File: src/rtl/ece571_cpu_pkg.sv
`default_nettype none
// +----------------------------------------------------------------------+
// | ece571_cpu_pkg                                                       |
// | Shared types, sizes and ALU helpers for the alu_instruction path.    |
// | Revision: 1.0                                                        |
// +----------------------------------------------------------------------+
package ece571_cpu_pkg;

  localparam int N           = 32;
  localparam int NREGS       = 16;
  localparam int IMM_SEL_BIT = 0;

  typedef enum logic [2:0] {
    OP_ADD = 3'b000,
    OP_SUB = 3'b001,
    OP_AND = 3'b010,
    OP_OR  = 3'b011,
    OP_XOR = 3'b100
  } opcode_t;

  typedef struct packed {
    logic [7:0]   instruction;
    logic [3:0]   rs1;
    logic [3:0]   rs2;
    logic [3:0]   rd;
    opcode_t      opcode;
    logic [N-1:0] data;
    logic         we;
  } alu_instruction;

  typedef struct packed {
    logic [3:0]   rd;
    logic [N-1:0] result;
    logic         zero;
    logic         illegal;
  } alu_result_t;

  function automatic logic is_legal_op(input logic [2:0] op);
    return (op <= 3'b100);
  endfunction

  // Undefined encodings fall through to zero so illegal ops retire cleanly.
  function automatic logic [N-1:0] alu_op(input opcode_t op, input logic [N-1:0] a,
                                          input logic [N-1:0] b);
    case (op)
      OP_ADD:  return a + b;
      OP_SUB:  return a - b;
      OP_AND:  return a & b;
      OP_OR:   return a | b;
      OP_XOR:  return a ^ b;
      default: return '0;
    endcase
  endfunction

endpackage
`default_nettype wire

File: src/rtl/alu_exec_unit_if.sv
`default_nettype none
// +----------------------------------------------------------------------+
// | alu_exec_unit_if                                                     |
// | Instruction-in and result-out handshakes of the ALU execution unit.  |
// | Revision: 1.0                                                        |
// +----------------------------------------------------------------------+
interface alu_exec_unit_if;
  import ece571_cpu_pkg::*;

  logic           in_valid;
  logic           in_ready;
  alu_instruction in_instr;
  logic           out_valid;
  logic           out_ready;
  logic [3:0]     out_rd;
  logic [N-1:0]   out_result;
  logic           out_zero;
  logic           out_illegal;

  modport master (
    output in_valid, in_instr, out_ready,
    input  in_ready, out_valid, out_rd, out_result, out_zero, out_illegal
  );

  modport slave (
    input  in_valid, in_instr, out_ready,
    output in_ready, out_valid, out_rd, out_result, out_zero, out_illegal
  );

endinterface
`default_nettype wire

File: src/rtl/alu_exec_unit_regfile.sv
`default_nettype none
// +----------------------------------------------------------------------+
// | alu_regfile                                                          |
// | NREGS x N register file, R0 hardwired zero, 2 read + debug read port.|
// | Revision: 1.0                                                        |
// +----------------------------------------------------------------------+
module alu_regfile
  import ece571_cpu_pkg::*;
(
  input  wire logic         clk,
  input  wire logic         rst_n,
  input  wire logic [3:0]   raddr1,
  output logic      [N-1:0] rdata1,
  input  wire logic [3:0]   raddr2,
  output logic      [N-1:0] rdata2,
  input  wire logic [3:0]   dbg_addr,
  output logic      [N-1:0] dbg_data,
  input  wire logic         we,
  input  wire logic [3:0]   waddr,
  input  wire logic [N-1:0] wdata
);

  logic [N-1:0] r_regs [NREGS];

  // Entry 0 is cleared on reset and never written, so it always reads zero.
  always_ff @(posedge clk or negedge rst_n) begin
    if (!rst_n) begin
      for (int i = 0; i < NREGS; i++) r_regs[i] <= '0;
    end else if (we && (waddr != 4'd0)) begin
      r_regs[waddr] <= wdata;
    end
  end

  assign rdata1   = r_regs[raddr1];
  assign rdata2   = r_regs[raddr2];
  assign dbg_data = r_regs[dbg_addr];

endmodule
`default_nettype wire

File: src/rtl/alu_exec_unit.sv
`default_nettype none
// +----------------------------------------------------------------------+
// | alu_exec_unit                                                        |
// | Two-stage (decode/operand, execute/result) ALU with write-back.      |
// | Revision: 1.0                                                        |
// +----------------------------------------------------------------------+
module alu_exec_unit
  import ece571_cpu_pkg::*;
(
  input  wire logic         clk,
  input  wire logic         rst_n,
  alu_exec_unit_if.slave    bus,
  output logic      [31:0]  retired_count,
  input  wire logic [3:0]   dbg_addr,
  output logic      [N-1:0] dbg_data
);

  logic           r_d_valid;
  alu_instruction r_d_instr;
  logic           r_x_valid;
  alu_result_t    r_x_res;
  logic [31:0]    r_retired_count;

  logic           w_d_advance;
  logic           w_accept;
  logic           w_legal;
  logic           w_wb_en;
  logic [N-1:0]   w_op_a;
  logic [N-1:0]   w_rs2_data;
  logic [N-1:0]   w_op_b;
  logic [N-1:0]   w_result;
  alu_result_t    w_res;

  assign w_d_advance = r_d_valid && (!r_x_valid || bus.out_ready);
  assign bus.in_ready = !r_d_valid || w_d_advance;
  assign w_accept    = bus.in_valid && bus.in_ready;

  alu_regfile u_regfile (
    .clk      (clk),
    .rst_n    (rst_n),
    .raddr1   (r_d_instr.rs1),
    .rdata1   (w_op_a),
    .raddr2   (r_d_instr.rs2),
    .rdata2   (w_rs2_data),
    .dbg_addr (dbg_addr),
    .dbg_data (dbg_data),
    .we       (w_wb_en),
    .waddr    (r_d_instr.rd),
    .wdata    (w_result)
  );

  assign w_op_b   = r_d_instr.instruction[IMM_SEL_BIT] ? r_d_instr.data : w_rs2_data;
  assign w_legal  = is_legal_op(r_d_instr.opcode);
  assign w_result = alu_op(r_d_instr.opcode, w_op_a, w_op_b);

  // Committing on the D->X edge lets the instruction entering D on that
  // same edge read the new value without any forwarding path.
  assign w_wb_en  = w_d_advance && r_d_instr.we && w_legal;

  assign w_res.rd      = r_d_instr.rd;
  assign w_res.result  = w_result;
  assign w_res.zero    = (w_result == '0);
  assign w_res.illegal = !w_legal;

  always_ff @(posedge clk or negedge rst_n) begin
    if (!rst_n) begin
      r_d_valid       <= 1'b0;
      r_d_instr       <= '0;
      r_x_valid       <= 1'b0;
      r_x_res         <= '0;
      r_retired_count <= '0;
    end else begin
      if (w_accept) begin
        r_d_valid <= 1'b1;
        r_d_instr <= bus.in_instr;
      end else if (w_d_advance) begin
        r_d_valid <= 1'b0;
      end

      if (w_d_advance) begin
        r_x_valid <= 1'b1;
        r_x_res   <= w_res;
      end else if (bus.out_ready) begin
        r_x_valid <= 1'b0;
      end

      if (r_x_valid && bus.out_ready) r_retired_count <= r_retired_count + 32'd1;
    end
  end

  assign bus.out_valid   = r_x_valid;
  assign bus.out_rd      = r_x_res.rd;
  assign bus.out_result  = r_x_res.result;
  assign bus.out_zero    = r_x_res.zero;
  assign bus.out_illegal = r_x_res.illegal;
  assign retired_count   = r_retired_count;

endmodule
`default_nettype wire

File: src/flat_wrapper.sv
// flat-port wrapper written by rule: the top's interface ports become plain ports
module alu_exec_unit_flat import ece571_cpu_pkg::*;
  (clk, rst_n, retired_count, dbg_addr, dbg_data, bus_in_valid, bus_in_instr, bus_out_ready, bus_in_ready, bus_out_valid, bus_out_rd, bus_out_result, bus_out_zero, bus_out_illegal);
  alu_exec_unit_if bus_i ();
  input  wire logic clk;
  input  wire logic rst_n;
  output logic      [31:0] retired_count;
  input  wire logic [3:0] dbg_addr;
  output logic      [N-1:0] dbg_data;
  input wire logic [$bits(bus_i.in_valid)-1:0] bus_in_valid;
  input wire logic [$bits(bus_i.in_instr)-1:0] bus_in_instr;
  input wire logic [$bits(bus_i.out_ready)-1:0] bus_out_ready;
  output wire logic [$bits(bus_i.in_ready)-1:0] bus_in_ready;
  output wire logic [$bits(bus_i.out_valid)-1:0] bus_out_valid;
  output wire logic [$bits(bus_i.out_rd)-1:0] bus_out_rd;
  output wire logic [$bits(bus_i.out_result)-1:0] bus_out_result;
  output wire logic [$bits(bus_i.out_zero)-1:0] bus_out_zero;
  output wire logic [$bits(bus_i.out_illegal)-1:0] bus_out_illegal;
  assign bus_i.in_valid = bus_in_valid;
  assign bus_i.in_instr = bus_in_instr;
  assign bus_i.out_ready = bus_out_ready;
  assign bus_in_ready = bus_i.in_ready;
  assign bus_out_valid = bus_i.out_valid;
  assign bus_out_rd = bus_i.out_rd;
  assign bus_out_result = bus_i.out_result;
  assign bus_out_zero = bus_i.out_zero;
  assign bus_out_illegal = bus_i.out_illegal;
  alu_exec_unit u_core (.clk(clk), .rst_n(rst_n), .bus(bus_i), .retired_count(retired_count), .dbg_addr(dbg_addr), .dbg_data(dbg_data));
endmodule
File: config.mk
export PLATFORM = sky130hd
export DESIGN_NAME = alu_exec_unit_flat
export DESIGN_NICKNAME = d
export VERILOG_FILES = /design/src/rtl/ece571_cpu_pkg.sv /design/src/rtl/alu_exec_unit_if.sv /design/src/rtl/alu_exec_unit_regfile.sv /design/src/rtl/alu_exec_unit.sv /design/src/flat_wrapper.sv
export SDC_FILE = /design/constraint.sdc
export NUM_CORES = 1
export LEC_CHECK = 0
export ABC_AREA = 1
export BUFFER_PORTS_ARGS = -buffer_cell sky130_fd_sc_hd__clkbuf_2
export CAP_MARGIN = 20
export CORE_ASPECT_RATIO = 1.75
export CORE_UTILIZATION = 30
export CTS_CLUSTER_DIAMETER = 120
export DETAILED_ROUTE_END_ITERATION = 10
export PLACE_DENSITY = 0.51
export SYNTH_ARGS = -nofsm -noshare
export SYNTH_HDL_FRONTEND = slang
export SYNTH_SLANG_ARGS = --single-unit
File: constraint.sdc
create_clock -name clk -period 10.1 [get_ports clk]
set_input_delay 1.515 -clock clk [delete_from_list [all_inputs] [get_ports clk]]
set_output_delay 1.515 -clock clk [all_outputs]
set_load 0.02 [all_outputs]
==> impl_metrics.yaml <==
global_routing:
  grt-ovfl-total: 0
  grt_start_max_net_pins: 201
  grt_pass1_wl_um: 272400
  grt_use_total_pct: 25.60
  grt_pass1_vias: 41540
  antenna_found_initial: 5
floorplan:
  io_pins: 168
  start_util_pct: 30.20
  dieArea_mm2: 0.1416
  die_h_um: 497.0
  rows: 181
  core_area_mm2: 0.1391
  chipWidth_um: 284.8
route:
  ant_nets: 0
  num_vias: 43160
  first_pass_iters: 8
  wl_per_cell_um: 23.33
  drt_wl_total_um: 184400
  detail_route.vias_per_cell: 5.459
  drtIter0Drc: 4154
  drcViolationCount: 0
clock_network:
  clock_latency_ns: 0.71
  post-cts-setup-buffer-count: 0
  clockBufferDepth: 3
  cts.htree.levels: 3
  cts_root_buffer: "clkbuf_16"
  cts_buffers: 68
  clock-sinks: 633
  hold_buffers: 0
  cts_tree: "done"
  clkSlewWorstSetupHoldPaths_ns: 0.07
  post_cts_resized: 0
yosys:
  ys_ff_latch: 633
  synthTopCellsByArea: "dfrtp_1 38%, nand2_1 14%, o21ai_0 11%, a21oi_1 8.0%, nand3_1 6.2%"
  netlist.area_leader.share_pct: 37.71
  syn_area_mm2: 0.04200
  syn_inst: 6196
  yosysTopAreaCell: "dfrtp_1"
  ys.flop_type: "dfrtp_1"
  seq_area_frac_synth_pct: 37.71
  synth_edf_count: 0
  ys_async_sr_fraction_pct: 100.0
  synthDistinctLibCells: 50
  synth_common_cells: "1602 x nand2_1, 895 x o21ai_0, 675 x a21oi_1"
  yosysWarnings: 0
  synth_fp_nets: 6359
  syn_avg_cell_area_um2: 6.779
  synthMostInstantiatedCell: "nand2_1"
worst_hold_path:
  holdCritPathClass: "reg -> reg"
  hold_path.startpoint: "u_core.u_regfile.r_regs[496]"
timing:
  fin_tns_setup_ns: 0
  max_freq_mhz: 125.9
  tightest_slew_ns: 1.172
  setup_viol: 0
  drv_slew: 0
  period_needed_ns: 7.943
  min_period_over_period_pct: 78.64
  slew_headroom_pct: 21.89
  clock_skew_ns: 0.03740
  rsz0062_at_grt: "false"
  hold_viol: 0
setup_path:
  cp_common_cell: "nand2_1"
  r2r_setup_slack_ns: 2.16
  crit_required_ns: 10.73
  cpPeakStageDelay_ns: 0.79
  timing.critical_path.from: "u_core.r_d_instr[42]"
  crit_fanout: 25
  worst_setup_path_end_kind: "register"
  worstPathArrival_ns: 8.58
  start_kind: "register"
  crit_type: "reg -> reg"
  cp_slowest_cell: "dfrtp_4"
  r2r-start: "u_core.r_d_instr[42]"
place:
  place_area_mm2: 0.04407
  io_buffers: 160
  dp.final_hpwl_um: 113200
  place_congestion: 1.003
cells_and_area:
  fillers: 15060
  fin_area_mm2: 0.04645
  syn_to_final_growth_pct: 10.60
  drive_gt1_share_pct: 7.424
  fin_nets: 6184
run_status:
  status: "finished clean"
power_and_ir_drop:
  pwr_density_cell_mw_per_mm2: 265.6
  p_leak_nw: 21.81
  irDropWorstVdd_mv: 0.1198
run:
  cap_violations: 0
-- registers in the layout, summed over array words and instances, names as in the netlist --
signal                   flops
u_core.bus.out_illegal       1
u_core.bus.out_rd            4
u_core.r_d_valid             1
u_core.u_regfile.r_regs    512
u_core.retired_count        32
u_core.r_d_instr            49
u_core.bus.out_zero          1
u_core.bus.out_valid         1
u_core.bus.out_result       32
-- power by group --
part           internal (mW)  switching (mW)  total [mW]
Clock                   1.60            1.19        2.79
Combinational           1.63            3.80        5.42
Sequential              3.42           0.704        4.12
Total                   6.64            5.70        12.3
-- area by class of cell --
class	instances	area [um^2]	area share, %
multi-input combinational	4540	22300	48.00
sequential	633	15860	34.15
tap	1830	2290	4.929
clock buffer	100	2056	4.425
inverter	534	2022	4.353
timing repair buffer	244	1595	3.434
clock inverter	24	327.8	0.7057
antenna	1	2.502	0.005387
-- final timing paths --
path                       depth (start not counted)                           end
setup / recovery                                  31           u_core.bus.out_zero
hold / removal                                     0  u_core.u_regfile.r_regs[496]
setup reg to reg                                  31           u_core.bus.out_zero
hold reg to reg                                    0  u_core.u_regfile.r_regs[496]
max in group asynchronous                          3  u_core.u_regfile.r_regs[244]
min in group asynchronous                          1  u_core.u_regfile.r_regs[419]
-- worst max-delay path: cells and delay by family, from the launching register on --
family          cells  cell delay [ns]
compound gates      5             1.40
xor+xnor            1             0.16
fa+ha+maj           1             0.41
buf+inv             4             1.92
flops               1             0.79
simple gates       20             3.14
-- stage by stage --
step | hold WS, ns | worst slack (ns) | power (mW) | instances | util, %
finish | 0.4190 | 2.157 | 12.34 | 7906 | 33.41
global route | 0.4298 | 1.797 | 13.20 | 7906 | 33.41
CTS | 0.4170 | 2.149 | 12.35 | 7905 | 33.40
detailed placement | 0.4007 | 2.175 | 9.525 | 7781 | 31.69
global placement | 0.3977 | 2.167 | 9.444 | 7781 | 31.69
floorplan | 0.4472 | 5.512 | 7.624 | 6196 | -
-- layer usage --
| layer | wire length, um | track usage (%) | part of all wire [%] |
|---|---|---|---|
| met1 | 70840 | 30.07 | 38 |
| met5 | 13 | 0 | 0.0070 |
| met2 | 89940 | 44.11 | 49 |
| met4 | 11720 | 15.36 | 6.4 |
| met3 | 11930 | 3.391 | 6.5 |
-- logic make-up (layout without fill, tap and decap cells) --
group | count (synthesis) | count (layout) | share of synthesized area, %
buf+inv | 1023 | 902 | 9.497
flops | 633 | 633 | 37.71
xor+xnor | 59 | 59 | 1.230
other cells | 0 | 1 | 0
mux | 16 | 16 | 0.4290
simple gates | 2559 | 2559 | 24.97
compound gates | 1807 | 1807 | 23.19
fa+ha+maj | 99 | 99 | 2.967
-- cell usage in the layout (no fill, tap or decap), types with 3 or more instances in the layout --
| cell type | n |
|---|---|
| nor2_4 | 13 |
| or2_2 | 7 |
| nor2_1 | 341 |
| o22ai_1 | 7 |
| o211ai_1 | 57 |
| xor2_1 | 46 |
| dfrtp_1 | 624 |
| nor2_2 | 5 |
| nor4_1 | 9 |
| nand3b_1 | 10 |
| nand3_1 | 522 |
| clkbuf_8 | 17 |
| clkbuf_2 | 157 |
| a21oi_1 | 674 |
| xnor2_1 | 13 |
| clkbuf_1 | 12 |
| o21ai_0 | 895 |
| inv_6 | 3 |
| o21ai_1 | 26 |
| a221oi_1 | 17 |
| clkinv_2 | 14 |
| buf_4 | 73 |
| a31oi_1 | 9 |
| dfrtp_2 | 4 |
| nor3_1 | 16 |
| bufinv_16 | 7 |
| nand2_1 | 1601 |
| o221ai_1 | 95 |
| ha_1 | 98 |
| nand4_1 | 20 |
| clkbuf_16 | 71 |
| mux2_2 | 16 |
| dfrtp_4 | 5 |
| buf_12 | 11 |
| inv_1 | 514 |
| inv_2 | 13 |
| o21a_1 | 4 |
| nor3b_1 | 4 |
| o21ai_2 | 12 |
(Power assumes the default switching activity.)
